===== config.mk =====
export PLATFORM = sky130hd
export DESIGN_NAME = board_io_ctrl
export DESIGN_NICKNAME = d
export VERILOG_FILES = /design/src/rtl/board_io_ctrl.sv
export SDC_FILE = /design/constraint.sdc
export NUM_CORES = 1
export LEC_CHECK = 0
export ABC_AREA = 1
export BUFFER_PORTS_ARGS = -buffer_cell sky130_fd_sc_hd__buf_2
export CAP_MARGIN = 20
export CORE_ASPECT_RATIO = 1.2
export CORE_MARGIN = 2
export CORE_UTILIZATION = 45
export CTS_CLUSTER_SIZE = 12
export DETAILED_ROUTE_END_ITERATION = 12
export GPL_ROUTABILITY_DRIVEN = 0
export PLACE_DENSITY = 0.73
export SKIP_LAST_GASP = 1
export SLEW_MARGIN = 30
export SYNTH_ARGS = -nofsm -noshare
export SYNTH_HDL_FRONTEND = slang
export SYNTH_SLANG_ARGS = --single-unit
export TNS_END_PERCENT = 1

===== constraint.sdc =====
create_clock -name clk_board -period 3.15 [get_ports clk_board]
set_clock_uncertainty 0.05 [all_clocks]
set_input_delay 0.63 -clock clk_board [delete_from_list [all_inputs] [get_ports clk_board]]
set_output_delay 0.63 -clock clk_board [all_outputs]
set_load 0.05 [all_outputs]

===== src/rtl/board_io_ctrl.sv =====
`default_nettype none
// ============================================================================
// Module      : board_io_ctrl
// Description : Board timing and display controller. Generates a CPU
//               clock-enable (free-running or single-stepped while halted),
//               debounces the stop/step inputs and scans an N-digit
//               multiplexed hex display from a per-frame snapshot.
// Revision    : 1.0 - initial release
// ============================================================================
module board_io_ctrl #(
  parameter int DIGITS   = 8,
  parameter int SCAN_DIV = 100000,
  parameter int CPU_DIV  = 50,
  parameter int DEB_CYC  = 1000000
) (
  input  logic                  clk_board,
  input  logic                  rst,
  input  logic                  stop,
  input  logic                  step_btn,
  input  logic                  blank_lz,
  input  logic [4*DIGITS-1:0]   in_data,
  input  logic [DIGITS-1:0]     dp_in,
  output logic                  cpu_tick,
  output logic                  halted,
  output logic [31:0]           tick_count,
  output logic [6:0]            display_data,
  output logic                  display_dp,
  output logic [DIGITS-1:0]     display_en
);

  localparam int c_DEB_W = $clog2(DEB_CYC);
  localparam int c_CPU_W = (CPU_DIV > 1) ? $clog2(CPU_DIV) : 1;
  localparam int c_PRE_W = $clog2(SCAN_DIV);
  localparam int c_IDX_W = (DIGITS > 1) ? $clog2(DIGITS) : 1;

  localparam logic [c_DEB_W-1:0] c_DEB_LAST = c_DEB_W'(DEB_CYC - 1);
  localparam logic [c_CPU_W-1:0] c_CPU_LAST = c_CPU_W'(CPU_DIV - 1);
  localparam logic [c_PRE_W-1:0] c_PRE_LAST = c_PRE_W'(SCAN_DIV - 1);
  localparam logic [c_IDX_W-1:0] c_IDX_LAST = c_IDX_W'(DIGITS - 1);

  // --------------------------------------------------------------------------
  // Debouncers
  // --------------------------------------------------------------------------
  logic               r_stop_db;
  logic [c_DEB_W-1:0] r_stop_cnt;
  logic               r_step_db;
  logic [c_DEB_W-1:0] r_step_cnt;
  logic               w_stop_flip;
  logic               w_step_flip;

  assign w_stop_flip = (stop != r_stop_db) && (r_stop_cnt == c_DEB_LAST);
  assign w_step_flip = (step_btn != r_step_db) && (r_step_cnt == c_DEB_LAST);

  // Stop level follows the raw switch only after DEB_CYC consecutive differing samples
  always_ff @(posedge clk_board) begin
    if (rst) begin
      r_stop_db  <= 1'b1;
      r_stop_cnt <= '0;
    end else if (stop == r_stop_db) begin
      r_stop_cnt <= '0;
    end else if (w_stop_flip) begin
      r_stop_db  <= ~r_stop_db;
      r_stop_cnt <= '0;
    end else begin
      r_stop_cnt <= r_stop_cnt + c_DEB_W'(1);
    end
  end

  // Step level follows the raw button only after DEB_CYC consecutive differing samples
  always_ff @(posedge clk_board) begin
    if (rst) begin
      r_step_db  <= 1'b0;
      r_step_cnt <= '0;
    end else if (step_btn == r_step_db) begin
      r_step_cnt <= '0;
    end else if (w_step_flip) begin
      r_step_db  <= ~r_step_db;
      r_step_cnt <= '0;
    end else begin
      r_step_cnt <= r_step_cnt + c_DEB_W'(1);
    end
  end

  // --------------------------------------------------------------------------
  // Tick generator
  // --------------------------------------------------------------------------
  logic               r_step_d;
  logic [c_CPU_W-1:0] r_div;
  logic               r_tick;
  logic [31:0]        r_tick_cnt;
  logic               w_step_rise;
  logic               w_release;
  logic               w_tick_nxt;

  assign w_step_rise = r_step_db & ~r_step_d;
  // A halt release in this cycle suppresses a coincident step tick
  assign w_release   = r_stop_db & w_stop_flip;
  assign w_tick_nxt  = (~r_stop_db & (r_div == c_CPU_LAST)) |
                       (w_step_rise & r_stop_db & ~w_release);

  // Divider held at zero while halted so the first free-run tick lands CPU_DIV cycles after release
  always_ff @(posedge clk_board) begin
    if (rst) begin
      r_step_d   <= 1'b0;
      r_div      <= '0;
      r_tick     <= 1'b0;
      r_tick_cnt <= '0;
    end else begin
      r_step_d <= r_step_db;
      if (r_stop_db || (r_div == c_CPU_LAST)) begin
        r_div <= '0;
      end else begin
        r_div <= r_div + c_CPU_W'(1);
      end
      r_tick <= w_tick_nxt;
      if (w_tick_nxt) begin
        r_tick_cnt <= r_tick_cnt + 32'd1;
      end
    end
  end

  // --------------------------------------------------------------------------
  // Scanner
  // --------------------------------------------------------------------------
  logic [c_PRE_W-1:0]  r_pre;
  logic [c_IDX_W-1:0]  r_idx;
  logic [4*DIGITS-1:0] r_snap_data;
  logic [DIGITS-1:0]   r_snap_dp;
  logic                r_snap_blank;

  // Prescaler advances the digit index; the snapshot is refreshed only as a new frame starts
  always_ff @(posedge clk_board) begin
    if (rst) begin
      r_pre        <= '0;
      r_idx        <= '0;
      r_snap_data  <= '0;
      r_snap_dp    <= '0;
      r_snap_blank <= 1'b0;
    end else if (r_pre == c_PRE_LAST) begin
      r_pre <= '0;
      if (r_idx == c_IDX_LAST) begin
        r_idx        <= '0;
        r_snap_data  <= in_data;
        r_snap_dp    <= dp_in;
        r_snap_blank <= blank_lz;
      end else begin
        r_idx <= r_idx + c_IDX_W'(1);
      end
    end else begin
      r_pre <= r_pre + c_PRE_W'(1);
    end
  end

  logic [3:0]        w_nib;
  logic              w_dp_sel;
  logic              w_zero_up;
  logic              w_acc;
  logic [DIGITS-1:0] w_en_n;
  logic              w_blank;
  logic [6:0]        w_seg;

  // Select the scanned digit and track whether it and all digits above it are zero
  always_comb begin
    w_nib     = 4'h0;
    w_dp_sel  = 1'b0;
    w_zero_up = 1'b0;
    w_acc     = 1'b1;
    w_en_n    = '1;
    for (int i = DIGITS - 1; i >= 0; i--) begin
      w_acc = w_acc && (r_snap_data[4*i +: 4] == 4'h0);
      if (r_idx == c_IDX_W'(i)) begin
        w_nib     = r_snap_data[4*i +: 4];
        w_dp_sel  = r_snap_dp[i];
        w_zero_up = w_acc;
        w_en_n[i] = 1'b0;
      end
    end
  end

  assign w_blank = r_snap_blank && (r_idx != '0) && w_zero_up;

  // Active-low hex to {g,f,e,d,c,b,a}
  always_comb begin
    w_seg = 7'h7F;
    case (w_nib)
      4'h0: w_seg = 7'h40;
      4'h1: w_seg = 7'h79;
      4'h2: w_seg = 7'h24;
      4'h3: w_seg = 7'h30;
      4'h4: w_seg = 7'h19;
      4'h5: w_seg = 7'h12;
      4'h6: w_seg = 7'h02;
      4'h7: w_seg = 7'h78;
      4'h8: w_seg = 7'h00;
      4'h9: w_seg = 7'h10;
      4'hA: w_seg = 7'h08;
      4'hB: w_seg = 7'h03;
      4'hC: w_seg = 7'h46;
      4'hD: w_seg = 7'h21;
      4'hE: w_seg = 7'h06;
      4'hF: w_seg = 7'h0E;
      default: w_seg = 7'h7F;
    endcase
  end

  logic [DIGITS-1:0] r_en;
  logic [6:0]        r_seg;
  logic              r_dp;

  // Register anode, segments and dp together so they change in the same cycle
  always_ff @(posedge clk_board) begin
    if (rst) begin
      r_en  <= '1;
      r_seg <= 7'h7F;
      r_dp  <= 1'b1;
    end else begin
      r_en  <= w_en_n;
      r_seg <= w_blank ? 7'h7F : w_seg;
      r_dp  <= ~w_dp_sel;
    end
  end

  assign cpu_tick     = r_tick;
  assign halted       = r_stop_db;
  assign tick_count   = r_tick_cnt;
  assign display_data = r_seg;
  assign display_dp   = r_dp;
  assign display_en   = r_en;

endmodule
`default_nettype wire


==> results.sh, run 1 <==
export IMPL_status="completed"
export IMPL_multi_input_area_um2=3840
export IMPL_drt_iter0_markers=480
export IMPL_holdBufCountCts=0
export IMPL_root_buffer="clkbuf_16"
export IMPL_holdPathEnd="r_pre[0]"
export IMPL_antenna_found_initial=0
export IMPL_hold_viol=0
export IMPL_totalWireLength_mm=17.1
export IMPL_grt_pass1_vias=6309
export IMPL_finalPower_mw=4.22
export IMPL_drt_met1_wl_mm=7.63
export IMPL_wl_met3_um=710
export IMPL_hold_slack_ns=0.397
export IMPL_worstPathCellList="inv_2 -> ha_1 -> inv_1 -> o21ai_0 -> inv_1 -> nand2_1 -> nand2_1 -> nand2_1 -> a21oi_1 -> inv_1 -> ha_1 -> inv_1 -> nand3_1 -> nand3_1 -> nand3_1"
export IMPL_worstHoldPathCells=1
export IMPL_leakage_nw=3.53
export IMPL_cts_tree="built"
export IMPL_regArea_um2=3180
export IMPL_die_area_um2=18100
export IMPL_crit_arrival_ns=2.89
export IMPL_r2r_slack_ns=0.52
export IMPL_max_slew_worst_pin_slew_ns=0.728
export IMPL_vdd_drop_max_mv=0.352
export IMPL_fin_ws_ns=0.525
export IMPL_hpwl_mm=12.4
export IMPL_critPathSlowestCell="dfxtp_1"
export IMPL_r2r_start="r_idx[2]"
export IMPL_synth_nets=1152
export IMPL_async_flop_share_pct=0
export IMPL_rsz0062_at_grt="no"
export IMPL_synthCells=1089
export IMPL_synth_cell_types=34
export IMPL_fin_nets=1241
export IMPL_boundaryPins=95
export IMPL_post_drt_wl_per_cell_um=12.2
export IMPL_overflow=0
export IMPL_path_max_fanout=8
export IMPL_top_layer_used="met4"
export IMPL_timing_rr_end="display_data[3]"
export IMPL_ant_nets=0
export IMPL_vias=7037
export IMPL_die_w_um=123
export IMPL_reg2reg_depth=15
export IMPL_post_place_ws_ns=0.573
export IMPL_h_tree_depth=4
export IMPL_netlist_top_cells_area="dfxtp_1 (41%), nand2_1 (11%), a21oi_1 (7.2%), inv_1 (6.7%), nor2_1 (5.3%)"
export IMPL_numCtsBuffers=17
export IMPL_via_per_inst=5.00
export IMPL_min_delay_start="r_pre[0]"
export IMPL_post_cts_buffers=0
export IMPL_syn_to_final_growth_pct=16.3
export IMPL_drcViolationCount=0
export IMPL_synth_edf_count=0
export IMPL_die_height_um=147
export IMPL_maxSlewViolCount=0
export IMPL_cts_buffer_depth=2
export IMPL_hold_class="flop to flop"
export IMPL_cp_required_ns=3.41
export IMPL_portBuffers=94
export IMPL_synth_top_area_share_pct=41.4
export IMPL_relSlewSlack_pct=51.3
export IMPL_critPathKind="flop to flop"
export IMPL_grt_start_max_net_pins=55
export IMPL_fin_tns_setup_ns=0
export IMPL_route_met2_wl_mm=8.55
export IMPL_core_area_um2=16800
export IMPL_clkSinkCount=159
export IMPL_period_minus_slack_ns=2.63
export IMPL_grtUsageTotal_pct=19.1
export IMPL_cts_resized_gates=0
export IMPL_antennaDiodeCount=0
export IMPL_path_clk_slew_ns=0.06
export IMPL_grt_pass1_wl_mm=28.3
export IMPL_startpoint_type="flop"
export IMPL_synth_largest_area_cell="dfxtp_1"
export IMPL_ys_seq_elements=159
export IMPL_period_share_pct=83.3
export IMPL_finalSetupViolCount=0
export IMPL_placementRows=52
export IMPL_syn_area_um2=7680
export IMPL_drv_cap=0
export IMPL_fmax_mhz=381
export IMPL_cp_common_cell="inv_1"
export IMPL_drive_gt1_share_pct=13.3
export IMPL_clock_latency_ns=0.42
export IMPL_powerDensity_nw_per_um2=473
export IMPL_cpPeakStageDelay_ns=0.51
export IMPL_fill_cells=1640
export IMPL_critPathCaptureType="flop"
export IMPL_synth_ff_type="dfxtp_1"
export IMPL_yosys_warnings=0
export IMPL_initial_core_util_pct=45.8
export IMPL_drtPass1Iterations=5
export IMPL_synth_avg_cell_area_um2=7.06
export IMPL_ys_seq_area_share_pct=41.4
[state kept, by name, summed over array words and instances (netlist names), 3 cells and up]
register      count
display_data      7
display_en        8
r_div             6
r_idx             3
r_pre            17
r_snap_data      32
r_snap_dp         8
r_step_cnt       20
r_stop_cnt       20
tick_count       32
[synthesized netlist by cell type, types with 4 or more instances]
library cell / number
a21oi_1: 110
buf_2: 4
clkbuf_1: 22
dfxtp_1: 159
ha_1: 18
inv_1: 137
inv_2: 5
nand2_1: 228
nand2_2: 7
nand3_1: 62
nand4_1: 21
nor2_1: 109
nor3_1: 41
nor3_2: 4
nor3b_1: 5
nor4_1: 11
o21a_1: 4
o21ai_0: 69
or2_2: 5
xnor2_1: 21
xor2_1: 26
[worst max-delay path by stage]
stage	from	end	slack, ns	depth (start not counted)
after floorplan	r_idx[2]	display_data[3]	0.87	15
after global placement	r_idx[0]	display_data[2]	0.65	15
after detailed placement	r_idx[2]	display_data[3]	0.57	15
after CTS	r_idx[2]	display_data[3]	0.52	15
after global routing	r_idx[2]	display_data[3]	0.19	15
final	r_idx[2]	display_data[3]	0.52	15
[per-stage QoR]
stage,utilization [%],instances,cell area [µm²]
2_1_floorplan,-,1089,7680
5_1_grt,53.2,1406,8930
6_report,53.2,1406,8930
3_3_place_gp,49.7,1375,8340
3_5_place_dp,49.7,1375,8340
4_1_cts,53.2,1406,8930
[power by group]
group	leakage [nW]	internal [mW]	total [mW]	switching, mW
logic	1.96	0.0395	0.113	0.0733
clock network	0.284	1.28	2.08	0.807
registers	1.28	2.02	2.03	0.00532
total	3.53	3.34	4.22	0.885
[layout by cell type, fill, tap and decap left out, drive strengths merged]
cell type	instances
nand2	236
dfxtp	159
inv	141
a21oi	112
nor2	110
buf	99
o21ai	72
nand3	63
nor3	45
xor2	26
nand4	22
xnor2	21
clkbuf	20
ha	18
nor4	13
or2	6
nor3b	5
clkinv	5
o21a	4
clkinvlp	4
o211ai	3
bufinv	3
a31oi	1
nand3b	1
o22ai	1
[worst max-delay path, delay by kind of cell, from the launching register on]
family                   cells  cell delay (ns)
adder cells (fa/ha/maj)      2             0.51
AND/OR/NAND/NOR              6             0.38
flip-flops                   1             0.51
buffers and inverters        5             0.57
AO/OA/AOI/OAI                2             0.49
[metal layers]
layer / up-vias / GRT usage [%]
met5: - / 0
met4: 0 / 6.93
met3: 25 / 4.58
met2: 143 / 32.9
met1: 3159 / 22.9
li1: 3710 / -
[kinds of logic (layout without fill, tap and decap cells)]
kind of cell               count (synthesis)  in the layout  synth area share, %
AOI/OAI and AO/OA                        193            193                 12.9
xor gates and xnor gates                  47             47                 5.36
adders and majority gates                 18             18                 2.93
buffers and inverters                    171            272                 8.57
DFF                                      159            159                 41.4
and+or+nand+nor                          501            501                 28.8
[area by class of cell]
| type | count | share of cell area, % |
|---|---|---|
| clock buffer | 20 | 5.11 |
| inverter | 142 | 5.97 |
| clock inverter | 11 | 1.57 |
| multi-input combinational | 759 | 43.0 |
| sequential | 159 | 35.6 |
| timing repair buffer | 99 | 5.69 |
| tap | 216 | 3.03 |
No activity file was read; power rests on OpenSTA's default activity.
==> run 2: changes to the inputs <==
==> constraint.sdc (replaced) <==
create_clock -name clk_board -period 2.5 [get_ports clk_board]
set_clock_uncertainty 0.05 [all_clocks]
set_input_delay 0.5 -clock clk_board [delete_from_list [all_inputs] [get_ports clk_board]]
set_output_delay 0.5 -clock clk_board [all_outputs]
set_load 0.05 [all_outputs]
==> results.sh, run 2 (synthesis gave the netlist of run 1 again) <==
export IMPL_p_seq_share_pct=47.9
export IMPL_maxSlewViolCount=0
export IMPL_critPathCaptureType="flop"
export IMPL_final_cell_mix="nand2_1 (228), dfxtp_1 (158), inv_1 (136)"
export IMPL_boundaryPins=95
export IMPL_crit_arrival_ns=2.54
export IMPL_fin_tns_setup_ns=0
export IMPL_hold_slack_ns=0.296
export IMPL_dpl_instance_area_um2=8400
export IMPL_root_buffer="clkbuf_16"
export IMPL_grt_pass1_vias=6361
export IMPL_portBuffers=94
export IMPL_antenna_found_initial=0
export IMPL_clock_power_share_pct=49.4
export IMPL_regArea_um2=3180
export IMPL_net_switching_power_mw=1.15
export IMPL_multi_input_area_um2=3850
export IMPL_utilization_pct=53.9
export IMPL_post_place_ws_ns=0.120
export IMPL_drtPass1Iterations=5
export IMPL_fin_cells=1418
export IMPL_dp_cells=1384
export IMPL_cp_required_ns=2.76
export IMPL_fmax_mhz=438
export IMPL_initial_core_util_pct=45.8
export IMPL_status="completed"
export IMPL_cts_buffer_depth=2
export IMPL_grt_pass1_wl_mm=28.3
export IMPL_drive_gt1_share_pct=14.3
export IMPL_die_area_um2=18100
export IMPL_powerDensity_nw_per_um2=590
export IMPL_via_per_inst=5.01
export IMPL_combPwrFrac_pct=2.7
export IMPL_reg2reg_depth=15
export IMPL_antennaDiodeCount=0
export IMPL_finalPower_mw=5.34
export IMPL_clock_latency_ns=0.43
export IMPL_r2r_start="r_idx[0]"
export IMPL_vdd_drop_max_mv=0.365
export IMPL_drcViolationCount=0
export IMPL_grtUsageTotal_pct=19.2
export IMPL_totalWireLength_mm=17.2
export IMPL_r2r_slack_ns=0.22
export IMPL_path_max_fanout=8
export IMPL_grt_start_max_net_pins=50
export IMPL_drv_cap=0
export IMPL_holdBufCountCts=0
export IMPL_period_share_pct=91.3
export IMPL_overflow=0
export IMPL_cellInternalPower_mw=4.18
export IMPL_worstSetupStartpoint="r_idx[0]"
export IMPL_clkSinkCount=159
export IMPL_vias=7107
export IMPL_syn_to_final_growth_pct=17.7
export IMPL_fill_cells=1629
export IMPL_timing_rr_end="display_data[3]"
export IMPL_fin_area_um2=9040
export IMPL_fin_nets=1252
export IMPL_leakage_nw=3.61
export IMPL_holdPathEnd="r_snap_data[21]"
export IMPL_placementRows=52
export IMPL_path_clk_slew_ns=0.07
export IMPL_startpoint_type="flop"
export IMPL_post_drt_wl_per_cell_um=12.1
export IMPL_critPathKind="flop to flop"
export IMPL_period_minus_slack_ns=2.28
export IMPL_hold_viol=0
export IMPL_max_slew_worst_pin_slew_ns=0.542
export IMPL_finalSetupViolCount=0
export IMPL_worstHoldPathCells=3
export IMPL_h_tree_depth=4
export IMPL_min_delay_start="in_data[21]"
export IMPL_core_area_um2=16800
export IMPL_layout_commonest_cell="nand2_1"
export IMPL_relSlewSlack_pct=63.8
export IMPL_die_w_um=123
export IMPL_die_height_um=147
export IMPL_numCtsBuffers=17
export IMPL_drt_iter0_markers=466
export IMPL_hold_class="primary input to flop"
export IMPL_cts_tree="built"
export IMPL_hpwl_mm=12.6
export IMPL_fin_ws_ns=0.218
export IMPL_ant_nets=0
export IMPL_swShare_pct=21.6
-- run 2: cell count changes in the layout (fill, tap and decap cells not counted) --
| cell | delta |
|---|---|
| buf_4 | +11 |
| clkinv_4 | +3 |
| clkbuf_8 | +2 |
| clkinv_2 | -2 |
| clkinvlp_4 | -2 |
| inv_6 | +2 |
| a21oi_2 | -1 |
| a21oi_4 | +1 |
| bufinv_16 | -1 |
| clkbuf_1 | -1 |
| dfxtp_1 | -1 |
| dfxtp_2 | +1 |
| nand2_2 | -1 |
| nand2_4 | +1 |
-- run 2: what timing repair did --
action,4_1_cts,5_1_grt
gates resized for setup,0,3
setup buffers,0,2
setup endpoints to repair,0,6
-- run 2: worst max path at each step --
stage / slack (ns) / to / depth (start not counted)
detailed placement: 0.12 / display_data[3] / 17
CTS: 0.1 / display_data[3] / 17
finish: 0.22 / display_data[3] / 15
global placement: 0.17 / display_data[3] / 17
floorplan: 0.22 / display_data[3] / 15
global route: -0.02 / display_data[3] / 15
-- run 2: layout make-up --
cell class / count / share of cell area [%]
multi-input combinational: 759 / 42.6
timing repair buffer: 110 / 6.53
sequential: 159 / 35.2
clock buffer: 21 / 5.31
tap: 216 / 2.99
inverter: 142 / 5.89
clock inverter: 11 / 1.43
-- run 2: power groups by stage --
stage | Combinational (mW) | Clock, mW | Sequential, mW
after floorplan | 0.0644 | 0 | 2.63
after global placement | 0.144 | 0 | 2.61
after detailed placement | 0.146 | 0 | 2.61
after CTS | 0.146 | 2.68 | 2.55
after global routing | 0.161 | 2.80 | 2.55
final | 0.144 | 2.64 | 2.55
-- run 2: routing by layer --
metal  track usage, %  vias to the layer above  wire (µm)
met5                0                        -          0
met4             7.05                        0        359
met3             4.66                       29        695
met2             33.6                      154       8670
met1             22.3                     3194       7500
li1                 -                     3730          -
-- run 2: critical path, cell delays in order (launching register included) --
cell	delay [ns]
dfxtp_2	0.34
ha_1	0.22
ha_1	0.20
inv_1	0.17
o21ai_0	0.13
inv_1	0.06
nand2_1	0.05
nand2_1	0.06
nand2_1	0.08
a21oi_4	0.21
inv_1	0.11
ha_1	0.22
nand2_1	0.10
nand2_1	0.06
nand2_1	0.05
nand3_1	0.05
==> run 3: changes to the inputs <==
--- a/config.mk
+++ b/config.mk
@@ -9,11 +9,11 @@
 export BUFFER_PORTS_ARGS = -buffer_cell sky130_fd_sc_hd__buf_2
 export CAP_MARGIN = 20
 export CORE_ASPECT_RATIO = 1.2
-export CORE_MARGIN = 2
 export CORE_UTILIZATION = 45
 export CTS_CLUSTER_SIZE = 12
 export DETAILED_ROUTE_END_ITERATION = 12
 export GPL_ROUTABILITY_DRIVEN = 0
+export MAX_ROUTING_LAYER = met4
 export PLACE_DENSITY = 0.73
 export SKIP_LAST_GASP = 1
 export SLEW_MARGIN = 30
==> results.sh, run 3 (synthesis gave the netlist of run 1 again) <==
export IMPL_post_drt_wl_per_cell_um=12.3
export IMPL_fmax_mhz=431
export IMPL_cellInternalPower_mw=4.29
export IMPL_path_buf_inv=3
export IMPL_syn_to_final_growth_pct=18.3
export IMPL_fin_nets=1255
export IMPL_via_per_inst=5.03
export IMPL_grtUsageTotal_pct=21.1
export IMPL_finalSetupViolCount=0
export IMPL_die_w_um=121
export IMPL_hold_slack_ns=0.295
export IMPL_net_switching_power_mw=1.15
export IMPL_drtPass1Iterations=5
export IMPL_cts_buffer_depth=2
export IMPL_leakage_nw=3.62
export IMPL_critPathCaptureType="flop"
export IMPL_die_height_um=145
export IMPL_worstHoldPathCells=3
export IMPL_layout_commonest_cell="nand2_1"
export IMPL_r2r_start="r_idx[0]"
export IMPL_drv_cap=0
export IMPL_rsz0062_at_grt="yes"
export IMPL_swShare_pct=21.1
export IMPL_period_minus_slack_ns=2.32
export IMPL_final_cell_mix="nand2_1 (228), dfxtp_1 (158), inv_1 (136)"
export IMPL_p_seq_share_pct=46.9
export IMPL_drive_gt1_share_pct=14.6
export IMPL_critical_path_endpoint="display_data[3]"
export IMPL_maxSlewViolCount=0
export IMPL_status="completed"
export IMPL_h_tree_depth=4
export IMPL_antennaDiodeCount=0
export IMPL_fin_area_um2=9090
export IMPL_vias=7133
export IMPL_placementRows=51
export IMPL_grt_pass1_vias=6619
export IMPL_fin_cells=1417
export IMPL_relSlewSlack_pct=61.7
export IMPL_root_buffer="clkbuf_16"
export IMPL_initial_core_util_pct=46.7
export IMPL_grt_start_max_net_pins=54
export IMPL_critical_path_top_delay_family="simple AND/OR/NAND/NOR gates"
export IMPL_drcViolationCount=0
export IMPL_ant_nets=0
export IMPL_crit_cells=17
export IMPL_critPathSlowestCell="dfxtp_2"
export IMPL_hpwl_mm=12.6
export IMPL_worstPathCellList="inv_1 -> ha_1 -> nand2_2 -> inv_1 -> nand2_1 -> nand2_1 -> o21ai_1 -> nand2_1 -> nand2_1 -> nand2_1 -> a21oi_4 -> inv_1 -> ha_1 -> nand2_1 -> nand2_1 -> nand2_1 -> nand3_1"
export IMPL_combPwrFrac_pct=2.7
export IMPL_critPathKind="flop to flop"
export IMPL_clock_latency_ns=0.43
export IMPL_path_max_fanout=6
export IMPL_boundaryPins=95
export IMPL_grt_pass1_wl_mm=29.6
export IMPL_hold_class="primary input to flop"
export IMPL_timing_rr_end="display_data[3]"
export IMPL_cp_common_cell="nand2_1"
export IMPL_max_slew_worst_pin_slew_ns=0.573
export IMPL_cts_tree="built"
export IMPL_drt_iter0_markers=461
export IMPL_crit_arrival_ns=2.58
export IMPL_finalPower_mw=5.44
export IMPL_dpl_instance_area_um2=8430
export IMPL_clock_power_share_pct=50.4
export IMPL_fill_cells=1581
export IMPL_portBuffers=94
export IMPL_cp_required_ns=2.76
export IMPL_path_clk_slew_ns=0.06
export IMPL_vdd_drop_max_mv=0.450
export IMPL_utilization_pct=55.2
export IMPL_core_area_um2=16500
export IMPL_clkSinkCount=159
export IMPL_dp_cells=1383
export IMPL_startpoint_type="flop"
export IMPL_die_area_um2=17600
export IMPL_totalWireLength_mm=17.4
export IMPL_numCtsBuffers=17
export IMPL_overflow=0
export IMPL_antenna_found_initial=0
export IMPL_reg2reg_depth=17
export IMPL_fin_tns_setup_ns=0
export IMPL_post_place_ws_ns=0.105
export IMPL_worstSetupStartpoint="r_idx[0]"
export IMPL_fin_ws_ns=0.178
export IMPL_hold_viol=0
export IMPL_powerDensity_nw_per_um2=599
export IMPL_cpPeakStageDelay_ns=0.35
export IMPL_r2r_slack_ns=0.18
export IMPL_period_share_pct=92.9
run 3: area by class of cell:
| class | instances | area [µm²] | area share, % |
|---|---|---|---|
| repair buffers | 113 | 626 | 6.88 |
| clock buffers | 18 | 439 | 4.83 |
| clock inverters | 14 | 189 | 2.08 |
| well taps | 212 | 265 | 2.92 |
| flip-flops and latches | 159 | 3180 | 35.0 |
| inverters | 142 | 533 | 5.86 |
| multi-input cells | 759 | 3850 | 42.4 |
run 3: worst min path at each step:
stage | from | to | slack [ns]
2_1_floorplan | r_pre[0] | r_pre[0] | 0.37
3_3_place_gp | r_snap_dp[0] | r_snap_dp[0] | 0.38
3_5_place_dp | r_snap_dp[0] | r_snap_dp[0] | 0.38
4_1_cts | in_data[28] | r_snap_data[28] | 0.29
5_1_grt | in_data[28] | r_snap_data[28] | 0.29
6_report | in_data[17] | r_snap_data[17] | 0.30
run 3: timing repair:
action	in CTS	in global routing
setup buffers	0	2
setup endpoints to repair	0	6
hold endpoints to repair	0	0
gates resized for setup	0	3
hold buffers	0	0
run 3: power by group through the flow:
stage               sequential [mW]  combinational (mW)  clock, mW
CTS                            2.55               0.147       2.79
floorplan                      2.63              0.0644          0
global placement               2.61               0.146          0
finish                         2.55               0.145       2.74
global route                   2.55               0.164       2.90
detailed placement             2.61               0.146          0
run 3: per-layer routing:
layer | vias up | routed length (µm) | global-route usage, %
li1 | 3744 | - | -
met1 | 3200 | 7570 | 24.0
met2 | 149 | 8740 | 36.0
met3 | 40 | 652 | 3.89
met4 | 0 | 391 | 8.52
met5 | - | 0 | -
run 3: worst min-delay path: stages:
cell and delay [ns]:
buf_2 0.07, o21ai_0 0.07, a21oi_1 0.10
